--- src/rtl/instr_fetch_unit_if.sv ---
// Bundles the instruction-memory request/response channel, the redirect input and
// the decode-side valid/ready handshake of instr_fetch_unit.
interface instr_fetch_unit_if;
  logic        imem_req;
  logic [31:0] imem_addr;
  logic        imem_gnt;
  logic        imem_rvalid;
  logic [31:0] imem_rdata;
  logic        redirect;
  logic [31:0] redirect_pc;
  logic        instr_valid;
  logic        instr_ready;
  logic [31:0] instr;
  logic [31:0] instr_pc;
  logic [31:0] instr_pc_plus1;

  // The fetch unit drives the memory request and the decode-side payload.
  modport master (
    output imem_req, imem_addr, instr_valid, instr, instr_pc, instr_pc_plus1,
    input  imem_gnt, imem_rvalid, imem_rdata, redirect, redirect_pc, instr_ready
  );

  modport slave (
    input  imem_req, imem_addr, instr_valid, instr, instr_pc, instr_pc_plus1,
    output imem_gnt, imem_rvalid, imem_rdata, redirect, redirect_pc, instr_ready
  );
endinterface

--- src/rtl/instr_fetch_unit.sv ---
// Decoupled fetch stage: credit-limited pipelined imem requests, prefetch FIFO with PCs,
// redirect flush with in-flight discard. Define IFETCH_BYPASS_EN for empty-FIFO bypass.
module instr_fetch_unit #(
  parameter int unsigned DEPTH    = 4,
  parameter logic [31:0] RESET_PC = 32'h0
) (
  input logic               CLK,
  input logic               RST,
  instr_fetch_unit_if.master bus
);

  localparam int unsigned PW = (DEPTH > 1) ? $clog2(DEPTH) : 1;
  localparam int unsigned CW = PW + 1;

`ifdef IFETCH_BYPASS_EN
  localparam bit BYPASS = 1'b1;
`else
  localparam bit BYPASS = 1'b0;
`endif

  typedef logic [CW-1:0] cnt_t;
  typedef logic [PW-1:0] ptr_t;

  logic [31:0] fpc;
  logic [31:0] rpc;
  cnt_t        occ;
  cnt_t        outstanding;
  cnt_t        discard;
  ptr_t        wr_ptr;
  ptr_t        rd_ptr;
  logic [31:0] mem_data [DEPTH];
  logic [31:0] mem_pc   [DEPTH];

  logic [CW:0] committed;
  logic        credit_ok;
  logic        req;
  logic        accept;
  logic        keep;
  logic        fifo_empty;
  logic        bypass;
  logic        push;
  logic        pop;
  logic        valid;
  logic [31:0] out_instr;
  logic [31:0] out_pc;

  // NOTE: every signal in a combinational block gets a default first, so no path
  // through the block can leave it unassigned and infer a latch.
  always_comb begin
    committed  = (CW+1)'(occ) + (CW+1)'(outstanding);
    credit_ok  = committed < (CW+1)'(DEPTH);
    req        = RST & ~bus.redirect & credit_ok;
    accept     = req & bus.imem_gnt;
    keep       = bus.imem_rvalid & (discard == '0) & ~bus.redirect;
    fifo_empty = (occ == '0);
    bypass     = BYPASS & keep & fifo_empty;
    valid      = ~fifo_empty | bypass;
    pop        = ~fifo_empty & bus.instr_ready & ~bus.redirect;
    // A bypassed word that decode takes this cycle never enters the FIFO.
    push       = keep & ~(bypass & bus.instr_ready);

    out_instr = '0;
    out_pc    = '0;
    if (bypass) begin
      out_instr = bus.imem_rdata;
      out_pc    = rpc;
    end else if (!fifo_empty) begin
      out_instr = mem_data[rd_ptr];
      out_pc    = mem_pc[rd_ptr];
    end
  end

  always_comb begin
    bus.imem_req       = req;
    bus.imem_addr      = fpc;
    bus.instr_valid    = valid;
    bus.instr          = out_instr;
    bus.instr_pc       = out_pc;
    bus.instr_pc_plus1 = valid ? out_pc + 32'd1 : 32'd0;
  end

  // NOTE: state registers use non-blocking assignments so every update in this block
  // sees the pre-edge values regardless of statement order.
  always_ff @(posedge CLK or negedge RST) begin
    if (!RST) begin
      fpc         <= RESET_PC;
      rpc         <= RESET_PC;
      occ         <= '0;
      outstanding <= '0;
      discard     <= '0;
      wr_ptr      <= '0;
      rd_ptr      <= '0;
    end else if (bus.redirect) begin
      // Everything still in flight becomes garbage; the response arriving now is one of them.
      fpc         <= bus.redirect_pc;
      rpc         <= bus.redirect_pc;
      occ         <= '0;
      rd_ptr      <= wr_ptr;
      outstanding <= outstanding - CW'(bus.imem_rvalid);
      discard     <= discard + outstanding - CW'(bus.imem_rvalid);
    end else begin
      if (accept) fpc <= fpc + 32'd1;
      if (keep)   rpc <= rpc + 32'd1;
      outstanding <= outstanding + CW'(accept) - CW'(bus.imem_rvalid);
      if (bus.imem_rvalid && discard != '0) discard <= discard - CW'(1);
      if (push) wr_ptr <= wr_ptr + PW'(1);
      if (pop)  rd_ptr <= rd_ptr + PW'(1);
      occ <= occ + CW'(push) - CW'(pop);
    end
  end

  // NOTE: the storage array has no reset; occ gates every read, so stale contents are
  // never observable and the array can map onto plain flops or a register file.
  always_ff @(posedge CLK) begin
    if (push && !bus.redirect) begin
      mem_data[wr_ptr] <= bus.imem_rdata;
      mem_pc[wr_ptr]   <= rpc;
    end
  end

endmodule

--- src/flat_wrapper.sv ---
// flat-port wrapper written by rule: the top's interface ports become plain ports
module instr_fetch_unit_flat 
#(
  parameter int unsigned DEPTH    = 4,
  parameter logic [31:0] RESET_PC = 32'h0
)
  (CLK, RST, bus_imem_req, bus_imem_addr, bus_instr_valid, bus_instr, bus_instr_pc, bus_instr_pc_plus1, bus_imem_gnt, bus_imem_rvalid, bus_imem_rdata, bus_redirect, bus_redirect_pc, bus_instr_ready);
  instr_fetch_unit_if bus_i ();
  input logic CLK;
  input logic RST;
  output wire logic [$bits(bus_i.imem_req)-1:0] bus_imem_req;
  output wire logic [$bits(bus_i.imem_addr)-1:0] bus_imem_addr;
  output wire logic [$bits(bus_i.instr_valid)-1:0] bus_instr_valid;
  output wire logic [$bits(bus_i.instr)-1:0] bus_instr;
  output wire logic [$bits(bus_i.instr_pc)-1:0] bus_instr_pc;
  output wire logic [$bits(bus_i.instr_pc_plus1)-1:0] bus_instr_pc_plus1;
  input wire logic [$bits(bus_i.imem_gnt)-1:0] bus_imem_gnt;
  input wire logic [$bits(bus_i.imem_rvalid)-1:0] bus_imem_rvalid;
  input wire logic [$bits(bus_i.imem_rdata)-1:0] bus_imem_rdata;
  input wire logic [$bits(bus_i.redirect)-1:0] bus_redirect;
  input wire logic [$bits(bus_i.redirect_pc)-1:0] bus_redirect_pc;
  input wire logic [$bits(bus_i.instr_ready)-1:0] bus_instr_ready;
  assign bus_imem_req = bus_i.imem_req;
  assign bus_imem_addr = bus_i.imem_addr;
  assign bus_instr_valid = bus_i.instr_valid;
  assign bus_instr = bus_i.instr;
  assign bus_instr_pc = bus_i.instr_pc;
  assign bus_instr_pc_plus1 = bus_i.instr_pc_plus1;
  assign bus_i.imem_gnt = bus_imem_gnt;
  assign bus_i.imem_rvalid = bus_imem_rvalid;
  assign bus_i.imem_rdata = bus_imem_rdata;
  assign bus_i.redirect = bus_redirect;
  assign bus_i.redirect_pc = bus_redirect_pc;
  assign bus_i.instr_ready = bus_instr_ready;
  instr_fetch_unit #(.DEPTH(DEPTH), .RESET_PC(RESET_PC)) u_core (.CLK(CLK), .RST(RST), .bus(bus_i));
endmodule
--- config.mk ---
export PLATFORM = sky130hd
export DESIGN_NAME = instr_fetch_unit_flat
export DESIGN_NICKNAME = d
export VERILOG_FILES = /design/src/rtl/instr_fetch_unit_if.sv /design/src/rtl/instr_fetch_unit.sv /design/src/flat_wrapper.sv
export SDC_FILE = /design/constraint.sdc
export NUM_CORES = 1
export LEC_CHECK = 0
export ABC_CLOCK_PERIOD_IN_PS = 4670
export CAP_MARGIN = 0
export CORE_MARGIN = 4
export CORE_UTILIZATION = 48
export DETAILED_ROUTE_END_ITERATION = 10
export PLACE_DENSITY = 0.71
export SYNTH_ARGS = -nofsm -noshare
export SYNTH_HDL_FRONTEND = slang
export SYNTH_SLANG_ARGS = --single-unit
--- constraint.sdc ---
create_clock -name CLK -period 4.67 [get_ports CLK]
set_input_delay 0.7005 -clock CLK [delete_from_list [all_inputs] [get_ports CLK]]
set_output_delay 0.7005 -clock CLK [all_outputs]
set_load 0.05 [all_outputs]
# ---- Word level (Yosys, flattened, before mapping)
# Memory sizes are Yosys's and may differ from the RTL's.
# Cells that the tools add are included.
dict set report totals {
  n_memories 2
  out_inout_bits 130
  in_bits 70
  word_cells 59
  register_bits 77
  ramBits 256
}
# name words word_bits read_ports rd_clocked_by_memory_dff write_ports line_no
set mem_list {}
lappend mem_list {u_core.mem_data 4 32 1 0 1 instr_fetch_unit.sv:31} ;# logic [31:0] mem_data [DEPTH];
lappend mem_list {u_core.mem_pc 4 32 1 0 1 instr_fetch_unit.sv:32} ;# logic [31:0] mem_pc [DEPTH];
dict set report op_classes {
  reduce_logical 11
  bitwise_logic 9
  n_addsub 14
  n_mux 15
  magnitude_cmp 1
}
# operator count
set ops {}
lappend ops {{$mux W32} 7}
lappend ops {{$add A32 B1 Y32 const B} 3}
lappend ops {{$mux W3} 4}
lappend ops {{$sub A3 B1 Y3} 4}
lappend ops {{$reduce_bool A2 Y1} 4}
lappend ops {{$and A1 B1 Y1} 7}
lappend ops {{$add A3 B1 Y3} 2}
lappend ops {{$logic_not A3 Y1} 2}
lappend ops {{$add A2 B1 Y2 const B} 2}
lappend ops {{$add A3 B3 Y4} 1}
lappend ops {{$lt A4 B3 Y1 const B} 1}
lappend ops {{$mux W2} 2}
lappend ops {{$add A3 B3 Y3} 1}
lappend ops {{$reduce_bool A3 Y1} 1}
lappend ops {{$sub A3 B1 Y3 const B} 1}
lappend ops {{$logic_and A1 B1 Y1} 2}
lappend ops {{$mux W1} 2}
lappend ops {{$not A1 Y1} 2}
lappend ops {{$reduce_and A2 Y1} 1}
lappend ops {{$logic_not A1 Y1} 1}

# ---- Logic depth before layout (Yosys ltp)
dict set report depth {
  depth_word 7
  ltp_mapped 12
  depth_no_buf 11
}

# ---- Least setup slack after synthesis
# OpenSTA, ideal clock, no wires.
dict set report synth_path {
  path_kind {flip-flop to output port}
  start {reg u_core.occ[1]}
  end {out bus_instr_pc_plus1[28]}
  t_arrival_ps 3793
  path_slack_ps 177
  path_buffers 2
  stages_incl_launch_ff 12
  t_required_ps 3970
  path_cell_list {dfrtp_1 nor3_1 inv_1 clkbuf_1 clkbuf_1 and2_1 ha_1 nand3_4 nor4_4 nand4_4 or4_1 a21oi_1}
}
dict set report synth_via {
  elab_chain_len 4
}
# element line_no
set synth_rtl {}
lappend synth_rtl {{start: declaration} instr_fetch_unit.sv:26} ;# cnt_t occ;
lappend synth_rtl {{start signal: assignment} instr_fetch_unit.sv:108} ;# occ <= occ + CW'(push) - CW'(pop);
lappend synth_rtl {{$logic_not A3 Y1} instr_fetch_unit.sv:55} ;# fifo_empty = (occ == '0);
lappend synth_rtl {{$mux W32} instr_fetch_unit.sv:67} ;# end else if (!fifo_empty) begin
lappend synth_rtl {{net bus_instr_pc[1]} flat_wrapper.sv:15} ;# output wire logic [$bits(bus_i.instr_pc)-1:0] bus_instr_pc;
lappend synth_rtl {{$add A32 B1 Y32} instr_fetch_unit.sv:79} ;# bus.instr_pc_plus1 = valid ? out_pc + 32'd1 : 32'd0;
lappend synth_rtl {{$mux W32} instr_fetch_unit.sv:79}
lappend synth_rtl {{end: declaration} flat_wrapper.sv:16} ;# output wire logic [$bits(bus_i.instr_pc_plus1)-1:0] bus_instr_pc_plus1;
# The timed path passes the listed nets, and every way through them passes these cells.

# ---- Worst setup path after layout
dict set report layout_path {
  start {reg u_core.rd_ptr[1]}
  end {out bus_instr_pc_plus1[29]}
}
dict set report layout_via {
  elab_chain_len 4
}
# element line_no
set layout_rtl {}
lappend layout_rtl {{start: declaration} instr_fetch_unit.sv:30} ;# ptr_t rd_ptr;
lappend layout_rtl {{start signal: assignment} instr_fetch_unit.sv:98} ;# rd_ptr <= wr_ptr;
lappend layout_rtl {{start signal: assignment} instr_fetch_unit.sv:107} ;# if (pop) rd_ptr <= rd_ptr + PW'(1);
lappend layout_rtl {{$mem_v2 Z4 W32} --}
lappend layout_rtl {{$mux W32} instr_fetch_unit.sv:67}
lappend layout_rtl {{$add A32 B1 Y32} instr_fetch_unit.sv:79}
lappend layout_rtl {{$mux W32} instr_fetch_unit.sv:79}
# Every way passes these cells.

==> results by group <==
Status
  • Status: finished clean

Global routing
  • Grt ovf: 0
  • Largest net degree at the start of global routing: 65
  • Initial antenna violation count: 0
  • Vias in the first global route: 9712
  • First-pass GRT wire length: 54.8 mm
  • Total track usage: 20.3%

Power
  • Pwr/cell area: 626 mW/mm2
  • Total Power: 0.0118 W
  • Leakage: 6.64 nW
  • Maximum VDD drop: about 0.28 mV

Die
  • Rows: 64
  • Die Width: approximately 190 um
  • DIE HEIGHT: 186 um
  • Num ports: 200
  • DIE AREA: approximately 0.034 mm2
  • Placeable Area: 0.0308 mm2
  • Starting Density: 49.1%

Synthesis
  • Synth warn: 0
  • Register area share after synthesis: 63.5%
  • Synth Area per Inst: 14.4 um2
  • Synthesized cell area: 0.0151 mm2
  • Seq cells post-synth: around 330
  • Syn Nets: 1142
  • Yosys cell types: 58
  • Post-synth ARST share: 23.1%
  • Post-synth EDFFs: 256
  • Commonest register cell after synthesis: edfxtp_1
  • Syn Inst Count: 1050

Routing
  • Via Count: slightly below 10000
  • Antenna-violating nets left: 0
  • Total wire length: about 35 mm
  • Initial detailed-routing violation count: approximately 740
  • DRT Pass-1 Iters: 4
  • DRC: 0
  • DR WL/cell: between 20 and 25 um
  • Via density: around 5.7

STA
  • Final setup viols: 0
  • Slew Viols, Final: 0
  • Min Hold Slack: 0.312 ns
  • Fin Setup TNS: 0 ns
  • Post-route minimum period: about 4.4 ns
  • Slew @ Worst Pin: 0.732 ns
  • RSZ-0062 raised after global routing: no
  • Final hold vios: 0
  • Slew headroom: 50.7%
  • Maximum clock rate: 229 MHz
  • Fin crit share: about 94%
  • Skew final: 0.00961 ns

Place
  • Number of port buffers: 199
  • GPL Wtd Cong: ~0.91
  • Hpwl dp: 23.7 mm

Finish
  • # diodes: 0
  • Commonest non-fill, non-tap cell in the layout: edfxtp_1
  • NumNets Final: 1356
  • Layout area overhead: 24.5%
  • Commonest cells after routing, fill and taps aside: edfxtp_1, clkdlybuf4s50_1, nand2_1
  • Layout Utilization: around three fifths
  • Layout cells sized above 1: 13.3%

Setup path
  • CP max-delay cell: dfrtp_2
  • Critical Path AT: roughly 3.7 ns
  • Nature of the critical path startpoint: flip-flop
  • Delay of the slowest cell on the worst path: 0.69 ns
  • Top Family by Delay on Critical Path: simple AND/OR/NAND/NOR gates
  • Crit path max fanout: 32
  • Crit path buffers/inverters: 2
  • CP required: 3.97 ns
  • CP Cell Sequence: buf_6, mux4_1, and3_4, o2111a_1, nand3_1, or4_1, a21oi_1, buf_12
  • Worst setup EP type: output port
  • CP Class: reg2out

Clocking
  • H-tree Lvls: 2
  • Deepest clock path buffer count: 3
  • CTS sink cnt: roughly 330
  • Clk slew on worst S/H paths: about 0.06 ns
  • CTS tree: built
  • Clock Latency Late Sink: 0.50 ns
  • CTS Root Cell: clkbuf_16
  • CTS Buf Count: 35

Run
  • Maxcap violations: 0

Worst hold path
  • HP Class: in2async
## sequential cells by signal, indices dropped and copies added (netlist names)
name,flops
u_core.mem_data,128
u_core.mem_pc,128
u_core.bus.imem_addr,32
u_core.rpc,32
u_core.discard,3
u_core.occ,3
u_core.outstanding,3
u_core.rd_ptr,2
u_core.wr_ptr,2
## through the flow
stage               std cells  worst slack [ns]  cell area [um2]
CTS                      1685             0.138            18800
finish                   1686             0.303            18900
detailed placement       1622             0.686            17700
global route             1686            0.0890            18900
global placement         1622             0.725            17700
floorplan                1050             0.177            15100
## routing by layer
| metal | wire, um | up-vias | global-route usage, % |
|---|---|---|---|
| met5 | 0 | - | 0 |
| met3 | 2590 | 51 | 3.67 |
| met2 | 15800 | 394 | 31.0 |
| met4 | 779 | 0 | 5.28 |
| met1 | 15900 | 4766 | 30.6 |
| li1 | - | 4413 | - |
## worst reg2reg max path: stages (launching register included)
cell and delay, ns:
dfrtp_1 0.42, ha_1 0.31, or4b_1 0.53, or4b_1 0.48, buf_4 0.26, inv_2 0.32
ha_1 0.23, fa_1 0.40, mux2_2 0.26
## layout make-up
type                    instances  area, um2
fillers                      2306      12000
flip-flops and latches        333       9620
multi-input cells             643       5170
repair buffers                223       2300
clock buffers                  45        986
well taps                     396        495
clock inverters                18        184
inverters                      28        105
## final timing paths
path,cells past startpoint,to,startpoint,slack [ns]
min in group CLK,1,u_core.discard[2],u_core.discard[2],0.51
max in group asynchronous,3,u_core.rd_ptr[0],RST,3.37
worst min register to register,1,u_core.discard[2],u_core.discard[2],0.51
worst min-delay path,2,u_core.bus.imem_addr[25],RST,0.31
worst max-delay path,8,bus_instr_pc_plus1[29],u_core.rd_ptr[1],0.30
worst max register to register,8,u_core.outstanding[1],u_core.outstanding[2],1.35
## report_power, final
group | internal (W) | leakage (nW) | switching, W | total, W
sequential | 0.00341 | 3.23 | 0.000257 | 0.00367
combinational | 0.00197 | 2.83 | 0.00337 | 0.00534
clock | 0.00171 | 0.577 | 0.00109 | 0.00280
## logic make-up after synthesis
| logic type | share of synthesized area, % |
|---|---|
| buf+inv | 2.46 |
| xor+xnor | 3.99 |
| compound gates | 4.94 |
| mux | 10.7 |
| flops | 63.5 |
| simple gates | 12.4 |
| fa+ha+maj | 1.97 |
## repair_timing
item | CTS | global route
setup buffers | 0 | 1
setup endpoints to repair | 0 | 2
gates resized for setup | 0 | 1
hold buffers | 0 | 0
## Yosys cell counts (all sizes together) (2+ instances only)
cell type	n	area share (%)
edfxtp	256	51
nand2	92	2.3
dfrtp	77	13
and2	68	2.8
mux4	64	9.9
o21ai	60	2.0
nor2	57	1.4
xor2	43	2.5
nand3	41	1.4
clkbuf	31	1.1
inv	28	0.69
xnor2	26	1.5
nand4	25	1.2
and3	24	1.0
a21oi	19	0.63
ha	19	1.6
buf	15	0.67
o311ai	13	0.75
o211ai	12	0.59
nor3	11	0.36
a31oi	9	0.37
mux2	9	0.67
nor4	7	0.49
nand3b	4	0.20
nor2b	4	0.17
or3	4	0.17
or4	4	0.20
and4	3	0.17
fa	3	0.40
nor3b	3	0.15
o31ai	3	0.15
mux2i	2	0.13
or4b	2	0.13
Power figures use the tool's default switching activity.
==> patch: new RTL, config.mk and constraints unchanged <==
Add a define of `IFETCH_BYPASS_EN`.
--- a/src/rtl/instr_fetch_unit.sv
+++ b/src/rtl/instr_fetch_unit.sv
@@ -1,5 +1,7 @@
 // Decoupled fetch stage: credit-limited pipelined imem requests, prefetch FIFO with PCs,
 // redirect flush with in-flight discard. Define IFETCH_BYPASS_EN for empty-FIFO bypass.
+`define IFETCH_BYPASS_EN
+
 module instr_fetch_unit #(
   parameter int unsigned DEPTH    = 4,
   parameter logic [31:0] RESET_PC = 32'h0
Function: changed (a bounded check fails within 4 cycles, from zero or initial values and one cycle with RST low).
==> patch against the original RTL <==
Sequential share of layout area decreased by 2.6 points. Total power rose by 9.5%. Cell area grew 5.3%. Worst setup slack improved by 9.9 ps. Via count up 11%. Hold slack got worse by 230 ps. Synthesized area increased by 4.2%. Global-route usage rose by 1.2 points. Combinational power up 21%. Sequential cell count unchanged. Largest cell class unchanged. Wire length is 11% higher. Sequential power is essentially flat. Critical path depth rose by 5.
==> patch: results (changes against the original RTL) <==
The first-iteration detailed-routing DRC count came out at 848 (was 744). The final HPWL from detailed placement came out at 26100 um (was 23700 um). The global-route total usage across every layer came to 0.215 (was 0.203).

The source-to-sink clock delay at the later pin of the worst-skew pair came out at 520 ps (was 500 ps). The maximum number of pins on one net before global-route repair is 69 (was 65). The global-route wire length before repair came out at 60900 um (was 54800 um). The peak supply drop is 357 uV (was 276 uV). The standard cell with the maximum stage delay on the critical path was nor4_4 (was dfrtp_2). The ratio of routed vias to standard cells came out at 5.69 (was 5.71). The start point of the critical path is u_core.discard[0]$_DFFE_PN0P_ (was u_core.rd_ptr[1]$_DFFE_PN0P_). The number of distinct standard cells referenced by the synthesized netlist came to 75 (was 58).

The worst-path maximum fanout came out at 7 (was 32). The transition at the pin with the smallest max-transition slack came out at 947 ps (was 732 ps). The data arrival at the endpoint of the critical path is 3660 ps (was 3670 ps). The total nets after synthesis came out at 1281 (was 1142). Commonest cells in the synthesized netlist: edfxtp_1 (256), nand2_1 (177), nand3_1 (84) (was edfxtp_1 (256), nand2_1 (92), dfrtp_1 (77)). The post-detailed-routing wire length came out at 39100 um (was 35100 um). Dominant cells by area after synthesis: edfxtp_1 (49%), dfrtp_1 (12%), mux4_2 (7.6%) (was edfxtp_1 (51%), dfrtp_1 (13%), mux4_2 (7.0%)). The clock skew after layout came to 15.6 ps (was 9.61 ps). The internal power is 7480 uW (was 7090 uW). The number of global-route vias before repair came out at 10700 (was 9712).

The leakage power of the design came out at 0.00718 uW (was 0.00664 uW). The number of nets at the end of the flow came out at 1497 (was 1356). Outcome: complete, no violations (unchanged). The number of buffers created by CTS came out at 36 (was 35).
patch: cell types whose count changed after synthesis, sizes merged, moves of 8 or more:
cell | unedited run | this run
o22ai | 0 | 13
o21ai | 60 | 69
nand2 | 92 | 177
and2 | 68 | 13
buf | 15 | 36
nand3 | 41 | 86
a22o | 0 | 8
nor2 | 57 | 66
patch: routing by layer:
layer,up-vias,share of wire,track usage
met5,-,0,0
li1,4897,-,-
met2,464,0.47,0.345
met3,59,0.074,0.0380
met4,0,0.025,0.0579
met1,5241,0.43,0.307
patch: area by class of cell:
cell class                      count  area, um^2  area share
Tap cell                          442         553      0.0278
Clock buffer                       46         980      0.0493
Clock inverter                     18         173     0.00869
Multi-Input combinational cell    767        5810       0.292
Timing Repair Buffer              240        2630       0.133
Inverter                           27         101     0.00510
Sequential cell                   333        9620       0.484
patch: metrics by stage:
| stage | setup slack, ps | total power, uW | hold slack, ps | instance area (um^2) | instances |
|---|---|---|---|---|---|
| detailed placement | 230 | 10200 | 517 | 18700 | 1808 |
| global placement | 254 | 10100 | 511 | 18700 | 1808 |
| finish | 313 | 12900 | 79.4 | 19900 | 1873 |
| global route | 62.1 | 13500 | 102 | 19900 | 1873 |
| CTS | 176 | 13000 | 77.9 | 19800 | 1872 |
| floorplan | -131 | 7890 | 405 | 15800 | 1189 |
patch: power groups by stage:
stage	sequential (uW)	clock (uW)	combinational [uW]
after floorplan	3750	0	4140
after global placement	3740	0	6410
after detailed placement	3750	0	6450
after CTS	3690	2820	6480
after global routing	3700	2950	6830
final	3680	2770	6480
patch: cell families after synthesis:
kind of cell             count (synthesis)  synth area share
buffers and inverters                   89            0.0278
AND/OR/NAND/NOR                        434             0.134
adder cells (fa/ha/maj)                 22            0.0189
flip-flops                             333             0.609
AO/OA/AOI/OAI                          152            0.0630
XOR/XNOR                                77            0.0427
multiplexers                            82             0.105
patch: final timing paths:
check	endpoint	slack, ps	cells past startpoint
setup / recovery	bus_instr_pc_plus1[28]	310	13
hold / removal	u_core.bus.imem_addr[25]$_DFFE_PN0P_	80	1
setup reg to reg	u_core.outstanding[1]$_DFF_PN0_	1270	10
hold reg to reg	u_core.outstanding[2]$_DFF_PN0_	530	1
max in group asynchronous	u_core.rd_ptr[0]$_DFFE_PN0P_	3450	2
min in group CLK	u_core.outstanding[2]$_DFF_PN0_	530	1
patch: repair_timing:
action / CTS / global route
buffers inserted: 0 / 1
endpoints found under the setup margin: 0 / 3
resized for setup: 0 / 3
